<file path="src/rtl/acq_capture_ctrl.sv">
`default_nettype none
// ============================================================================
// acq_capture_ctrl : captures ADC samples into a PSRAM ring buffer around a
//                    threshold/button trigger, then streams the window to UART
// Rev 1.0
// ============================================================================
module acq_capture_ctrl #(
  parameter int ADDR_W   = 22,
  parameter int SAMPLE_W = 12
) (
  input  logic                clk_PSRAM,
  input  logic                rst,
  input  logic                flag_acq,
  input  logic [7:0]          trigger,
  input  logic [12:0]         threshold,
  input  logic [21:0]         samples_before,
  input  logic [21:0]         samples_after,
  input  logic [SAMPLE_W-1:0] adc_data,
  input  logic                adc_valid,
  input  logic                btn_trig,
  output logic                mem_req,
  output logic                mem_we,
  output logic [ADDR_W-1:0]   mem_addr,
  output logic [15:0]         mem_wdata,
  input  logic                mem_ack,
  input  logic [15:0]         mem_rdata,
  output logic                send_uart,
  output logic [15:0]         send_msg,
  input  logic                flag_end_tx,
  output logic                acq_busy,
  output logic                triggered,
  output logic                overflow
);

  typedef enum logic [2:0] {
    S_IDLE   = 3'd0,
    S_FILL   = 3'd1,
    S_ARMED  = 3'd2,
    S_POST   = 3'd3,
    S_READ   = 3'd4,
    S_TXWAIT = 3'd5
  } state_t;

  state_t              state;
  logic                cfg_btn;
  logic [12:0]         cfg_thr;
  logic [21:0]         cfg_before;
  logic [21:0]         cfg_after;
  logic [ADDR_W-1:0]   wptr;
  logic [ADDR_W-1:0]   rptr;
  logic [ADDR_W-1:0]   trig_addr;
  logic [21:0]         wr_cnt;
  logic [22:0]         remaining;
  logic [SAMPLE_W-1:0] prev;
  logic                btn_prev;
  logic                btn_latch;
  logic                guard;

  logic                cap_state;
  logic                accept;
  logic                thr_hit;
  logic                trig_fire;
  logic [21:0]         wr_cnt_nx;
  logic [ADDR_W-1:0]   rd_start;
  logic [ADDR_W-1:0]   rptr_nx;

  // A sample is only taken when no write is in flight; otherwise it is lost.
  assign cap_state = (state == S_FILL) || (state == S_ARMED) || (state == S_POST);
  assign accept    = cap_state && adc_valid && !mem_req;
  assign thr_hit   = (13'(prev) < cfg_thr) && (13'(adc_data) >= cfg_thr);
  assign trig_fire = (state == S_ARMED) && accept && (cfg_btn ? btn_latch : thr_hit);
  assign wr_cnt_nx = wr_cnt + 22'd1;
  assign rd_start  = trig_addr - ADDR_W'(cfg_before);
  assign rptr_nx   = rptr + ADDR_W'(1);

  always_ff @(posedge clk_PSRAM) begin
    if (rst) begin
      state      <= S_IDLE;
      cfg_btn    <= 1'b0;
      cfg_thr    <= '0;
      cfg_before <= '0;
      cfg_after  <= '0;
      wptr       <= '0;
      rptr       <= '0;
      trig_addr  <= '0;
      wr_cnt     <= '0;
      remaining  <= '0;
      prev       <= '0;
      btn_prev   <= 1'b0;
      btn_latch  <= 1'b0;
      guard      <= 1'b0;
      mem_req    <= 1'b0;
      mem_we     <= 1'b0;
      mem_addr   <= '0;
      mem_wdata  <= '0;
      send_uart  <= 1'b0;
      send_msg   <= '0;
      acq_busy   <= 1'b0;
      triggered  <= 1'b0;
      overflow   <= 1'b0;
    end else begin
      send_uart <= 1'b0;
      btn_prev  <= btn_trig;
      if (state == S_ARMED && btn_trig && !btn_prev)
        btn_latch <= 1'b1;
      if (cap_state && adc_valid && mem_req)
        overflow <= 1'b1;

      if (accept) begin
        mem_req   <= 1'b1;
        mem_we    <= 1'b1;
        mem_addr  <= wptr;
        mem_wdata <= 16'(adc_data);
        wptr      <= wptr + ADDR_W'(1);
        prev      <= adc_data;
      end

      case (state)
        S_IDLE: begin
          if (flag_acq) begin
            cfg_btn    <= (trigger == 8'h42);
            cfg_thr    <= threshold;
            cfg_before <= samples_before;
            cfg_after  <= (samples_after == 22'd0) ? 22'd1 : samples_after;
            wptr       <= '0;
            wr_cnt     <= '0;
            prev       <= '0;
            btn_latch  <= 1'b0;
            triggered  <= 1'b0;
            overflow   <= 1'b0;
            acq_busy   <= 1'b1;
            state      <= (samples_before == 22'd0) ? S_ARMED : S_FILL;
          end
        end
        S_FILL: begin
          if (mem_req && mem_ack) begin
            mem_req <= 1'b0;
            if (wr_cnt_nx == cfg_before) begin
              wr_cnt <= '0;
              state  <= S_ARMED;
            end else begin
              wr_cnt <= wr_cnt_nx;
            end
          end
        end
        S_ARMED: begin
          if (mem_req && mem_ack)
            mem_req <= 1'b0;
          if (trig_fire) begin
            trig_addr <= wptr;
            triggered <= 1'b1;
            state     <= S_POST;
          end
        end
        S_POST: begin
          if (mem_req && mem_ack) begin
            mem_req <= 1'b0;
            wr_cnt  <= wr_cnt_nx;
            // The trigger sample counts as post-sample #1; read starts right away.
            if (wr_cnt_nx == cfg_after) begin
              rptr      <= rd_start;
              remaining <= {1'b0, cfg_before} + {1'b0, cfg_after};
              mem_req   <= 1'b1;
              mem_we    <= 1'b0;
              mem_addr  <= rd_start;
              state     <= S_READ;
            end
          end
        end
        S_READ: begin
          if (mem_req && mem_ack) begin
            mem_req   <= 1'b0;
            send_msg  <= mem_rdata;
            send_uart <= 1'b1;
            guard     <= 1'b1;
            state     <= S_TXWAIT;
          end
        end
        S_TXWAIT: begin
          // flag_end_tx may still show the previous idle level during the pulse and the cycle after.
          if (send_uart) begin
            guard <= 1'b1;
          end else if (guard) begin
            guard <= 1'b0;
          end else if (flag_end_tx) begin
            rptr      <= rptr_nx;
            remaining <= remaining - 23'd1;
            if (remaining == 23'd1) begin
              acq_busy <= 1'b0;
              state    <= S_IDLE;
            end else begin
              mem_req  <= 1'b1;
              mem_we   <= 1'b0;
              mem_addr <= rptr_nx;
              state    <= S_READ;
            end
          end
        end
        default: state <= S_IDLE;
      endcase
    end
  end

endmodule
`default_nettype wire
</file>
<file path="config.mk">
export PLATFORM = sky130hd
export DESIGN_NAME = acq_capture_ctrl
export DESIGN_NICKNAME = d
export VERILOG_FILES = /design/src/rtl/acq_capture_ctrl.sv
export SDC_FILE = /design/constraint.sdc
export NUM_CORES = 1
export LEC_CHECK = 0
export ABC_AREA = 1
export CAP_MARGIN = 30
export CORE_UTILIZATION = 49
export CTS_CLUSTER_DIAMETER = 200
export CTS_CLUSTER_SIZE = 20
export DETAILED_ROUTE_END_ITERATION = 10
export GPL_ROUTABILITY_DRIVEN = 0
export PLACE_DENSITY = 0.71
export SYNTH_ARGS = -nofsm -noshare
export SYNTH_HDL_FRONTEND = slang
export SYNTH_SLANG_ARGS = --single-unit
</file>
<file path="constraint.sdc">
create_clock -name clk_PSRAM -period 2.97 [get_ports clk_PSRAM]
set_input_delay 0.7425 -clock clk_PSRAM [delete_from_list [all_inputs] [get_ports clk_PSRAM]]
set_output_delay 0.7425 -clock clk_PSRAM [all_outputs]
set_load 0.02 [all_outputs]
</file>
==> metrics.md <==
| Metric | Value |
|---|---|
| Maximum level of the CTS H-tree | 1 |
| Hold EP | send_msg[10] |
| Top_reg_cell synth | dfxtp_1 |
| Core Footprint | 30,500 µm² |
| Vias | 16.5k |
| CP max-delay cell | dfxtp_1 |
| EDFF count, synth | 0 |
| WP data arrival | 3.20 ns |
| Met1 Use GR | 40.7% |
| DRC errors left | 0 |
| CTS hold repair buffers | 0 |
| Final Setup Violations | 0 |
| Dpl cell area | 17,400 µm² |
| Peak Freq | 0.361 GHz |
| Cell area after synthesis | 15,200 µm² |
| Reg2reg path depth | 16 |
| Global-route met3 utilization | 4.26% |
| Die area | about 32,000 µm² |
| PortBufs | 155 |
| Post-synth ARST share | 0% |
| PnR Total Power | roughly 0.015 W |
| Worst-skew pair later-pin latency | about 0.53 ns |
| DP HPWL | 38,100 µm |
| RR Startpoint | wr_cnt[4] |
| Initial Utilization | 49.7% |
| First-pass iteration count of the detailed router | 6 |
| Reg area | between 4000 and 5000 µm² |
| Synthesis-to-layout area growth | 18.9% |
| Post-synthesis area per instance | 6.53 µm² |
| Hold Crit Depth | 2 |
| Hold Vio Cnt, Final | 0 |
| Drt total wl | 50,600 µm |
| Slew of the pin with the lowest slew margin | 0.733 ns |
| Via/cell ratio | 5.71 |
| TNS Setup | 0 ns |
| Die X | 178 µm |
| Reg-to-reg endpoint | mem_addr[3] |
| Crit path time final | 2.77 ns |
| Crit path top cell by count | nand2_1 |
| FF-to-FF setup slack | 0.20 ns |
| Hold path start | send_msg[10] |
| Final slew viol count | 0 |
| Root buf cell | clkbuf_16 |
| Critical path type | reg -> reg |
| Crit path cell chain | nand2_1, nor2_1, nand2_1, nand2_1, inv_2, nand2_1, nand4_1, nor2_2, nand2_1, nor2_4, buf_12, nand3_2, buf_12, nand2_1, nand3_1, a21oi_2 |
| Vias in the first global route | about 15k |
| Met2 Track Usage GR | 51.8% |
| LEAKAGE | about 7.5 nW |
| Cell Rows | 64 |
| Final nets | 2,659 |
| Mean routed wirelength per cell | 17.6 µm |
| Largest net degree at the start of global routing | 85 |
| Clk_skew | ~0.025 ns |
| Final hold slack | between 0.4 and 0.5 ns |
| Die span in y | 178 µm |
| Flop and latch count out of synthesis | 243 |
| Multi-input logic area | 9080 µm² |
| Max stage delay on crit path | 0.45 ns |
| GRT Total Usage | around a third |
| Cell Pwr Density | 842 nW/µm² |
| Cts bufs inserted | 16 |
| Max-cap violations | 0 |
| Layout Cell Area excl Fill | 18,000 µm² |
| Final worst path period share | between 90% and 100% |
| Worst path required time | 3.41 ns |
| First-pass GRT wire length | 79,700 µm |
| Clk sink count | 243 |
| Gr ovfl total | 0 |
| CP startpoint | wr_cnt[4] |
| Outcome | finished clean |
| Synth warnings | 0 |
| Worst path top cell family by delay | simple AND/OR/NAND/NOR gates |
| Final ANT Viol Nets | 0 |
| Hold Path Class | reg -> reg |
| CTS tree | done |
| Slew Limit Headroom | 51.1% |
| CP endpoint kind | flip-flop |
| DRT iter0 DRCs | approximately 1.4k |
| Initial antenna violation count | 1 |
| Clk slew on worst S/H paths | around 0.090 ns |
| Critical-path maximum fanout | 23 |
| Synth Instances | 2,320 |
| Most used routing layer | met2 |
| Number of distinct library cells after synthesis | 56 |
| # fillers | ~3k |
| Ports | 160 |
| Antenna Cells | 0 |
| CP Launch Type | flip-flop |
| CP Buf/Inv Count | 3 |
| Worst vdd ir | 0.000503 V |
| Layout cells sized above 1 | 6.48% |
| Clock Tree Buf Depth | 3 |
| Sequential element share of the synthesized area | 32.1% |
## final cells by class
cell class	count	share of cell area (%)
multi-input cells	1750	50.3
flip-flops and latches	243	27.0
repair buffers	232	12.4
inverters	242	5.07
well taps	396	2.75
clock buffers	16	2.22
clock inverters	2	0.201
repair inverters	1	0.0416
## metrics by stage
step,setup WS (ns),util [%],cells
floorplan,0.486,-,2323
global placement,-0.0837,57.1,2856
detailed placement,-0.109,57.1,2856
CTS,0.0329,58.6,2874
global route,-0.000520,59.1,2882
finish,0.203,59.1,2882
## repair_timing
item | CTS | global route
resized for setup | 0 | 27
setup buffers | 0 | 6
setup endpoints to repair | 0 | 88
## where the power goes
group / switching (W) / leakage (nW) / internal [W]
Combinational: 0.00553 / 5.36 / 0.00301
Clock: 0.00122 / 0.214 / 0.000995
Sequential: 0.000568 / 1.98 / 0.00385
## logic make-up (layout without fill, tap and decap cells)
kind of cell / after synthesis / after routing / share of synthesized area [%]
adders and majority gates: 73 / 73 / 6.12
xor gates and xnor gates: 60 / 60 / 3.65
muxes: 2 / 2 / 0.140
buffers and inverters: 330 / 493 / 8.57
other: 1 / 4 / 0.0247
DFF: 243 / 243 / 32.1
and+or+nand+nor: 1092 / 1092 / 31.3
AOI/OAI and AO/OA: 519 / 519 / 18.1
## metal layers
layer | routed length, µm | vias up | share of wire (%)
li1 | - | 8046 | -
met5 | 0 | - | 0
met3 | 3960 | 161 | 7.8
met1 | 21100 | 7517 | 42
met2 | 22800 | 744 | 45
met4 | 2800 | 0 | 5.5
## cell usage after synthesis (19+ instances only)
library cell | count | area, µm²
nor2_1 | 221 | 830
a21oi_1 | 249 | 1250
inv_1 | 232 | 871
nand2_1 | 552 | 2070
clkbuf_1 | 66 | 248
nor3_1 | 35 | 175
nand3_1 | 148 | 741
ha_1 | 71 | 888
nor4_1 | 19 | 119
nand4_1 | 71 | 444
xor2_1 | 41 | 359
o21ai_0 | 197 | 986
o22ai_1 | 23 | 144
dfxtp_1 | 243 | 4860
## flip-flops by register name (all words and copies together) (netlist names), 3 cells and up
signal / count
send_msg: 16
wr_cnt: 22
cfg_before: 22
cfg_after: 22
wptr: 22
rptr: 22
state: 3
trig_addr: 22
prev: 12
mem_addr: 22
cfg_thr: 13
remaining: 23
mem_wdata: 12
## worst min-delay path: cells and delay by family (launching register included)
family | cells | cell delay, ns
DFF | 1 | 0.32
and+or+nand+nor | 1 | 0.06
AOI/OAI and AO/OA | 1 | 0.05
## worst max-delay path by stage
stage | end | slack (ns) | depth (start not counted)
3_3_place_gp | wptr[21] | -0.08 | 13
4_1_cts | remaining[6] | 0.03 | 17
6_report | mem_addr[3] | 0.20 | 16
2_1_floorplan | remaining[1] | 0.49 | 18
5_1_grt | remaining[6] | -0.0005 | 17
3_5_place_dp | wptr[21] | -0.11 | 13
## layout by cell type (no fill, tap or decap), drive strengths merged, types with 3 or more instances in the layout
| cell | instances |
|---|---|
| a22oi | 5 |
| xor2 | 41 |
| o22ai | 23 |
| nand3 | 151 |
| nor4 | 19 |
| conb | 4 |
| clkbuf | 16 |
| nand3b | 5 |
| dfxtp | 243 |
| a21boi | 4 |
| nand2 | 559 |
| o21bai | 9 |
| inv | 240 |
| o21ai | 200 |
| nor2 | 234 |
| nand4 | 71 |
| a31oi | 7 |
| xnor2 | 17 |
| clkdlybuf4s50 | 154 |
| nor3 | 36 |
| buf | 78 |
| ha | 71 |
| a21o | 5 |
| clkinv | 3 |
| or2 | 12 |
| a21oi | 249 |
| o21a | 5 |
(Power assumes the default switching activity.)
